**config.mk**
```make
export PLATFORM = sky130hd
export DESIGN_NAME = ram_sdp_be_flat
export DESIGN_NICKNAME = d
export VERILOG_FILES = /design/src/rtl/ram_pkg.sv /design/src/rtl/ram_sdp_be_if.sv /design/src/rtl/ram_clr_fsm.sv /design/src/rtl/ram_sdp_be.sv /design/src/flat_wrapper.sv
export SDC_FILE = /design/constraint.sdc
export NUM_CORES = 1
export LEC_CHECK = 0
export ABC_AREA = 1
export BUFFER_PORTS_ARGS = -buffer_cell sky130_fd_sc_hd__buf_2
export CAP_MARGIN = 0
export CORE_MARGIN = 2
export CORE_UTILIZATION = 47
export DETAILED_ROUTE_END_ITERATION = 8
export MAX_ROUTING_LAYER = met4
export PLACE_DENSITY = 0.75
export SYNTH_ARGS = -nofsm -noshare
export SYNTH_HDL_FRONTEND = slang
export SYNTH_SLANG_ARGS = --single-unit
```
**constraint.sdc**
```tcl
create_clock -name Clk -period 5.85 [get_ports Clk]
set_input_delay 0.8775 -clock Clk [delete_from_list [all_inputs] [get_ports Clk]]
set_output_delay 0.8775 -clock Clk [all_outputs]
set_load 0.005 [all_outputs]
```
**src/rtl/ram_pkg.sv**
```systemverilog
// Shared types and constants for the byte-enable simple dual-port RAM.
// Holds the clear FSM state type, collision modes and the lane-count helper.
package ram_pkg;

    typedef enum logic [0:0] {
        CLEAR = 1'b0,
        IDLE  = 1'b1
    } state_t;

    localparam int RD_OLD = 0;
    localparam int RD_NEW = 1;

    function automatic int lanes_f(input int data_w, input int lane_w);
        return data_w / lane_w;
    endfunction

endpackage

```
**src/rtl/ram_sdp_be_if.sv**
```systemverilog
// Port bundle for ram_sdp_be: clear request, write port, read port, status.
// master drives requests and addresses; slave (the RAM) returns data and status.
interface ram_sdp_be_if
    import ram_pkg::*;
#(
    parameter int DATA_W = 16,
    parameter int LANE_W = 8,
    parameter int ADDR_W = 4
);

    localparam int LANES = lanes_f(DATA_W, LANE_W);

    logic              Clr;
    logic              Busy;
    logic              We;
    logic [LANES-1:0]  Be;
    logic [ADDR_W-1:0] Wa;
    logic [DATA_W-1:0] Din;
    logic              Re;
    logic [ADDR_W-1:0] Ra;
    logic [DATA_W-1:0] Dout;
    logic              Dvalid;
    logic              Rej;

    modport master (
        output Clr, We, Be, Wa, Din, Re, Ra,
        input  Busy, Dout, Dvalid, Rej
    );

    modport slave (
        input  Clr, We, Be, Wa, Din, Re, Ra,
        output Busy, Dout, Dvalid, Rej
    );

endinterface

```
**src/rtl/ram_clr_fsm.sv**
```systemverilog
// Clear sweep controller: walks every address once after reset or Clr.
// Ports: Clk, Rst_n, Clr in; Busy, clr_addr, clr_we out.
module ram_clr_fsm
    import ram_pkg::*;
#(
    parameter int ADDR_W = 4
) (
    input  logic              Clk,
    input  logic              Rst_n,
    input  logic              Clr,
    output logic              Busy,
    output logic [ADDR_W-1:0] clr_addr,
    output logic              clr_we
);

    localparam int DEPTH = 1 << ADDR_W;
    localparam logic [ADDR_W:0] LAST = (ADDR_W+1)'(DEPTH - 1);

    state_t          state;
    logic [ADDR_W:0] cnt;

    always_ff @(posedge Clk or negedge Rst_n) begin
        if (!Rst_n) begin
            state <= CLEAR;
            cnt   <= '0;
        end else begin
            unique case (state)
                CLEAR: begin
                    cnt <= cnt + 1'b1;
                    if (cnt == LAST) begin
                        state <= IDLE;
                    end
                end
                IDLE: begin
                    if (Clr) begin
                        state <= CLEAR;
                        cnt   <= '0;
                    end
                end
                default: begin
                    state <= CLEAR;
                    cnt   <= '0;
                end
            endcase
        end
    end

    assign Busy     = (state == CLEAR);
    assign clr_we   = Busy;
    assign clr_addr = cnt[ADDR_W-1:0];

endmodule

```
**src/rtl/ram_sdp_be.sv**
```systemverilog
// Simple dual-port RAM with per-lane byte enables, registered read and clear engine.
// Ports: Clk, Rst_n plain; all request/response signals via ram_sdp_be_if.slave.
module ram_sdp_be
    import ram_pkg::*;
#(
    parameter int              DATA_W  = 16,
    parameter int              LANE_W  = 8,
    parameter int              ADDR_W  = 4,
    parameter int              RD_MODE = RD_OLD,
    parameter logic [DATA_W-1:0] CLR_VAL = '0
) (
    input logic         Clk,
    input logic         Rst_n,
    ram_sdp_be_if.slave bus
);

    localparam int LANES = lanes_f(DATA_W, LANE_W);
    localparam int DEPTH = 1 << ADDR_W;

    if (DATA_W % LANE_W != 0) begin : g_bad_width
        $error("DATA_W must be a multiple of LANE_W");
    end

    logic [DATA_W-1:0] mem [DEPTH];

    logic              busy;
    logic [ADDR_W-1:0] clr_addr;
    logic              clr_we;

    ram_clr_fsm #(
        .ADDR_W (ADDR_W)
    ) u_clr (
        .Clk      (Clk),
        .Rst_n    (Rst_n),
        .Clr      (bus.Clr),
        .Busy     (busy),
        .clr_addr (clr_addr),
        .clr_we   (clr_we)
    );

    assign bus.Busy = busy;

    // Clr wins over a same-cycle access, so it also blocks acceptance.
    logic accept;
    logic wr_en;
    logic rd_en;
    logic rej_d;

    assign accept = !busy && !bus.Clr;
    assign wr_en  = accept && bus.We;
    assign rd_en  = accept && bus.Re;
    assign rej_d  = (bus.We || bus.Re) && !accept;

    logic [DATA_W-1:0] old_word;
    logic [DATA_W-1:0] merged;
    logic [DATA_W-1:0] rd_word;
    logic              collide;

    assign old_word = mem[bus.Ra];
    assign collide  = wr_en && (bus.Wa == bus.Ra);

    always_comb begin
        merged = old_word;
        for (int i = 0; i < LANES; i++) begin
            if (bus.Be[i]) begin
                merged[i*LANE_W +: LANE_W] = bus.Din[i*LANE_W +: LANE_W];
            end
        end
    end

    assign rd_word = (RD_MODE == RD_NEW && collide) ? merged : old_word;

    // Storage has no reset; the sweep initialises it after every reset.
    always_ff @(posedge Clk) begin
        if (clr_we) begin
            mem[clr_addr] <= CLR_VAL;
        end else if (wr_en) begin
            for (int i = 0; i < LANES; i++) begin
                if (bus.Be[i]) begin
                    mem[bus.Wa][i*LANE_W +: LANE_W] <=
                        bus.Din[i*LANE_W +: LANE_W];
                end
            end
        end
    end

    always_ff @(posedge Clk or negedge Rst_n) begin
        if (!Rst_n) begin
            bus.Dout   <= '0;
            bus.Dvalid <= 1'b0;
            bus.Rej    <= 1'b0;
        end else begin
            bus.Dvalid <= rd_en;
            bus.Rej    <= rej_d;
            if (rd_en) begin
                bus.Dout <= rd_word;
            end
        end
    end

endmodule

```
**src/flat_wrapper.sv**
```systemverilog
// flat-port wrapper written by rule: the top's interface ports become plain ports
module ram_sdp_be_flat import ram_pkg::*;
#(
    parameter int              DATA_W  = 16,
    parameter int              LANE_W  = 8,
    parameter int              ADDR_W  = 4,
    parameter int              RD_MODE = RD_OLD,
    parameter logic [DATA_W-1:0] CLR_VAL = '0
)
  (Clk, Rst_n, bus_Clr, bus_We, bus_Be, bus_Wa, bus_Din, bus_Re, bus_Ra, bus_Busy, bus_Dout, bus_Dvalid, bus_Rej);
  ram_sdp_be_if #(.DATA_W(DATA_W), .LANE_W(LANE_W), .ADDR_W(ADDR_W)) bus_i ();
  input logic Clk;
  input logic Rst_n;
  input wire logic [$bits(bus_i.Clr)-1:0] bus_Clr;
  input wire logic [$bits(bus_i.We)-1:0] bus_We;
  input wire logic [$bits(bus_i.Be)-1:0] bus_Be;
  input wire logic [$bits(bus_i.Wa)-1:0] bus_Wa;
  input wire logic [$bits(bus_i.Din)-1:0] bus_Din;
  input wire logic [$bits(bus_i.Re)-1:0] bus_Re;
  input wire logic [$bits(bus_i.Ra)-1:0] bus_Ra;
  output wire logic [$bits(bus_i.Busy)-1:0] bus_Busy;
  output wire logic [$bits(bus_i.Dout)-1:0] bus_Dout;
  output wire logic [$bits(bus_i.Dvalid)-1:0] bus_Dvalid;
  output wire logic [$bits(bus_i.Rej)-1:0] bus_Rej;
  assign bus_i.Clr = bus_Clr;
  assign bus_i.We = bus_We;
  assign bus_i.Be = bus_Be;
  assign bus_i.Wa = bus_Wa;
  assign bus_i.Din = bus_Din;
  assign bus_i.Re = bus_Re;
  assign bus_i.Ra = bus_Ra;
  assign bus_Busy = bus_i.Busy;
  assign bus_Dout = bus_i.Dout;
  assign bus_Dvalid = bus_i.Dvalid;
  assign bus_Rej = bus_i.Rej;
  ram_sdp_be #(.DATA_W(DATA_W), .LANE_W(LANE_W), .ADDR_W(ADDR_W), .RD_MODE(RD_MODE), .CLR_VAL(CLR_VAL)) u_core (.Clk(Clk), .Rst_n(Rst_n), .bus(bus_i));
endmodule
```
Yosys cells after proc, flatten, opt, wreduce, memory -nomap -nowiden
Memories as Yosys holds them, arrays and structs flattened. A register that Yosys moved wholly into a read port is not among the register bits.
Index checks and enable logic that the tools add are counted.
{ "classes": {"n_addsub": 1, "mul": 0, "n_div": 0, "order_cmp": 0, "eq_ne": 2, "shifts": 0, "muxes": 17, "n_bitwise": 1, "n_reduce_logical": 9} }
{ "ops": {"columns": ["op", "n"], "rows": [
  ["16-bit 2-to-1 mux", 1],
  ["16-bit OR reduction", 1],
  ["1-bit 2-to-1 mux", 11],
  ["5-bit case mux with 2 select lines", 1],
  ["5-bit by 1-bit adder with 5-bit output (second input constant)", 1],
  ["5-bit by 4-bit == test with 1-bit output (second input constant)", 1],
  ["5-bit 2-to-1 mux", 1],
  ["1-bit logical AND", 4],
  ["4-bit 2-to-1 mux", 1],
  ["1-bit zero test", 3],
  ["2-bit 2-to-1 mux", 1],
  ["2-bit != test (second input constant)", 1],
  ["1-bit case mux with 2 select lines", 1],
  ["1-bit logical OR", 1],
  ["1-bit inverter", 1]
]} }
{ "totals": {"ff_bits": 8, "latchBits": 0, "ram_bits": 256, "romBits": 0, "inputBits": 31, "out_inout_bits": 19, "memories": 1} }
{ "memory_table": {"columns": ["memory", "words", "word_bits", "read_ports", "rd_clocked_by_memory_dff", "wr", "line", "rtl"], "rows": [
  ["u_core.mem", 16, 16, 1, 1, 1, "ram_sdp_be.sv:24", "logic [DATA_W-1:0] mem [DEPTH];"]
]} }

Depth between registers and ports, before layout
{ "depth": {"ltp_word": 8, "mapped_depth": 11, "mapped_depth_nobuf": 9} }

Modules after synthesis
Synthesis repeated with hierarchy kept, for this count alone.
{ "unflattened": {"hier_cells": 1088, "hier_area_um2": 11750.0} }
{ "modules_own_cells": {"columns": ["module", "n_inst", "cells_per_inst", "area_each_um2", "seq_area_each_um2"], "rows": [
  ["ram_sdp_be", 1, 1045, 11415.9, 8137.8],
  ["ram_clr_fsm", 1, 43, 334.1, 150.1]
]} }

Least setup slack after synthesis
OpenSTA, ideal clock, no wires.
{ "synth_timing": {"kind": "input -> register", "from": "input port bus_Clr", "to": "memory u_core.mem[12][0], enable pin", "setup_time_ps": 370, "t_arrival_ps": 2080, "t_required_ps": 5480, "slack_ps": 3400, "stages": 10, "n_path_buf": 1, "cell_sequence": "inv_1 > nand2_2 > inv_2 > o211ai_2 > buf_6 > nand2_2 > nand2_2 > nor2_2 > nand2_1 > nor2_1"} }
{ "synth_between": {"elab_chain_cells": 8} }
{ "synth_lines": {"columns": ["element", "line", "rtl"], "rows": [
  ["from (decl)", "flat_wrapper.sv:14", "input wire logic [$bits(bus_i.Clr)-1:0] bus_Clr;"],
  ["1-bit zero test (*)", "ram_sdp_be.sv:49", "assign accept = !busy && !bus.Clr;"],
  ["1-bit logical AND (*)", "ram_sdp_be.sv:49", null],
  ["1-bit logical AND (*)", "ram_sdp_be.sv:50", "assign wr_en = accept && bus.We;"],
  ["1-bit 2-to-1 mux", "ram_sdp_be.sv:77", "end else if (wr_en) begin"],
  ["1-bit 2-to-1 mux", "ram_sdp_be.sv:75", "if (clr_we) begin"],
  ["1-bit 2-to-1 mux (implied by the code)", "ram_sdp_be.sv:80", "mem[bus.Wa][i*LANE_W +: LANE_W] <="],
  ["16-bit OR reduction (no source line)", null, null],
  ["4-bit 2-to-1 mux (no source line) / 2-bit 2-to-1 mux (equally long branches)", null, null],
  ["to (decl)", "ram_sdp_be.sv:24", null]
]} }
Every way passes the cells marked *; elsewhere a longest branch is shown, timed or not.

Worst setup path after layout
{ "layout_timing": {"from": "input port bus_Clr", "to": "memory u_core.mem[11][0], enable pin"} }
The elaborated chain is that of the path after synthesis.

==> flow_summary.ini <==
[setup_path]
critPathMaxStageDelay_ns = 0.88
crit_top_cell = nand2_2
worstReg2RegEnd = u_core.mem[11][0]$_DFFE_PP_
crit_buf_inv = 3
crit_family = simple AND/OR/NAND/NOR gates
worst_r2r_path_depth = 8
critPathArrivalTime_ns = 3.22
crit_type = input pin to flip-flop
crit_chain = buf_2 > inv_1 > nand2_2 > inv_2 > o211ai_2 > nand2_2 > nand2_2 > nor2_2 > nand2_1 > nor2_1
cp_slowest_cell = nor2_1
cp.depth = 10
cp.required_ns = 5.99
cp-end-kind = flip-flop
rr_startpoint = u_core.u_clr.state$_DFF_PN0_
reg2reg_setup_slack_ns = 2.91
critical_path.max_fanout = 20
crit_path_start_kind = input pin

[routing]
via_count = 7770
wl_per_cell_um = 18.3
ant_nets = 0
drt_iter0_markers = 835
wl_mm = 26.4
drc_errors = 0
via_per_inst = 5.38
firstDrtPassIters = 5

[status]
outcome = complete, no violations

[power]
leakage_nw = 5.19
p_sw_mw = 1.49
power.internal_mw = 3.77
ir_drop_uv = 182
p_total_mw = 5.26
p_sw_share_pct = 28.4
power_density_nw_per_um2 = 409
seqPwrFrac_pct = 52.9
share_clk_of_total_power_pct = 29.5
power_frac_comb_pct = 17.6

[floorplan]
die_h_um = 161
io_pins = 50
initial_core_util_pct = 47.9
rows = 57
die_area_um2 = 26100
die_w_um = 161
core_area_um2 = 24300

[job]
maxCapViolations = 0

[global_route]
grt_max_degree = 119
grt-ovfl-total = 0
gr-usage-all-layers_pct = 21.2
antenna_found_initial = 0
grt_pass1_wl_mm = 41.4
grt_pass1_vias = 7430

[sta]
finalHoldViolCount = 0
fin_setup_tns_ns = 0
period_share_pct = 52.7
tightestPinTransition_ns = 1.27
final.setup_skew_ns = 0.00884
slew_headroom_pct = 15.0
drv_slew = 0
rsz0062_at_grt = no
setup_viol = 0
fmax_mhz = 324
finalCriticalPeriod_ns = 3.08

[cells_and_area]
drive_above_1_share_pct = 9.82
nets = 1135
syn_to_final_growth_pct = 10.5
insertedDiodeCount = 0

[clock_tree]
hold_buffers = 0
cts_sinks = 280
clock_path_buffers = 3
cts_tree = yes
root_buffer = clkbuf_16
cts_resized = 0
clk_pin_slew_ns = 0.06
postCtsSetupBuffers = 0
clk_latency_ns = 0.53
numCtsBuffers = 27
htree_levels = 1

[yosys]
avgSynthCellArea_um2 = 10.9
synthTopCellsByCount = nand2_1, edfxtp_1, nand3_1, nor2_1, buf_2
yosys_warnings = 0
synthTopCellsByArea = edfxtp_1, nand2_1, nand3_1
syn_nets = 1105
synth_flop_cell = edfxtp_1
synth_top_area_share_pct = 66.0
ys_ff_latch = 280
synth_cell_types = 20
synth_edf_count = 256
synth_seq_area_share_pct = 71.2
synth_area_um2 = 11600
async_flop_share_pct = 8.57
yosysTopAreaCell = edfxtp_1
synth_cells = 1072
synth_most_common_cell = nand2_1

[place]
io_buffers = 49
dp_hpwl_mm = 16.4
place_congestion = 0.880

[worst_hold_path]
holdCritPathClass = input pin to asynchronous set/reset pin
-- sequential cells by signal (all words and copies together) (netlist names) --
name / count
u_core.bus.Rej: 1
u_core.mem: 256
u_core.u_clr.cnt: 5
u_core.bus.Dvalid: 1
u_core.bus.Dout: 16
u_core.u_clr.state: 1
-- routing by layer --
layer,wire length [um],vias up,global-route usage [%]
met4,493,0,5.68
met5,0,-,-
li1,-,3695,-
met3,2680,41,3.44
met2,12100,372,32.1
met1,11100,3662,30.1
-- stage by stage --
stage / util, % / instances / setup slack, ns / cell area [um^2] / hold WS [ns]
2_1_floorplan: - / 1072 / 3.40 / 11600 / 0.472
3_3_place_gp: 49.8 / 1397 / 2.44 / 12100 / 0.459
3_5_place_dp: 49.8 / 1397 / 2.27 / 12100 / 0.460
4_1_cts: 52.9 / 1444 / 2.83 / 12900 / 0.394
5_1_grt: 52.9 / 1444 / 2.61 / 12900 / 0.410
6_report: 52.9 / 1444 / 2.77 / 12900 / 0.383
-- logic make-up after synthesis --
family / Yosys count / synth area share [%]
and+or+nand+nor: 689 / 24.7
adders and majority gates: 2 / 0.215
DFF: 280 / 71.2
buffers and inverters: 92 / 3.44
AOI/OAI and AO/OA: 9 / 0.483
-- final cells by class --
cell class | instances | area (um^2)
tap | 324 | 405
clock inverter | 9 | 37.5
sequential | 280 | 8290
fill | 2034 | 11400
multi-input combinational | 700 | 2960
timing repair buffer | 58 | 315
clock buffer | 38 | 737
inverter | 35 | 133
-- cells in the final DEF (no fill, tap or decap), drive strengths merged --
master / Yosys / final
o211ai: 1 / 1
dfrtp: 24 / 24
edfxtp: 256 / 256
clkinv: 0 / 10
nand4: 3 / 3
a31oi: 2 / 2
nand2: 428 / 428
or2: 1 / 1
o22ai: 1 / 1
clkbuf: 16 / 38
nor2: 60 / 60
ha: 2 / 2
buf: 41 / 58
nand3: 197 / 197
o21ai: 5 / 5
inv: 35 / 34
-- power by group through the flow --
stage / Sequential (mW) / Combinational, mW / Clock, mW
after floorplan: 2.79 / 0.609 / 0
after global placement: 2.81 / 0.902 / 0
after detailed placement: 2.82 / 0.920 / 0
after CTS: 2.78 / 0.925 / 1.57
after global routing: 2.82 / 1.04 / 1.65
final: 2.78 / 0.925 / 1.56
-- worst max path at each step --
stage	startpoint	endpoint	slack, ns
4_1_cts	bus_Clr	u_core.mem[11][3]$_DFFE_PP_	2.83
5_1_grt	bus_Clr	u_core.mem[11][3]$_DFFE_PP_	2.61
3_3_place_gp	bus_Clr	u_core.mem[11][6]$_DFFE_PP_	2.44
3_5_place_dp	bus_Clr	u_core.mem[11][2]$_DFFE_PP_	2.27
6_report	bus_Clr	u_core.mem[11][0]$_DFFE_PP_	2.77
2_1_floorplan	bus_Clr	u_core.mem[12][0]$_DFFE_PP_	3.40
Note: power is estimated with default switching activity, not from simulation.
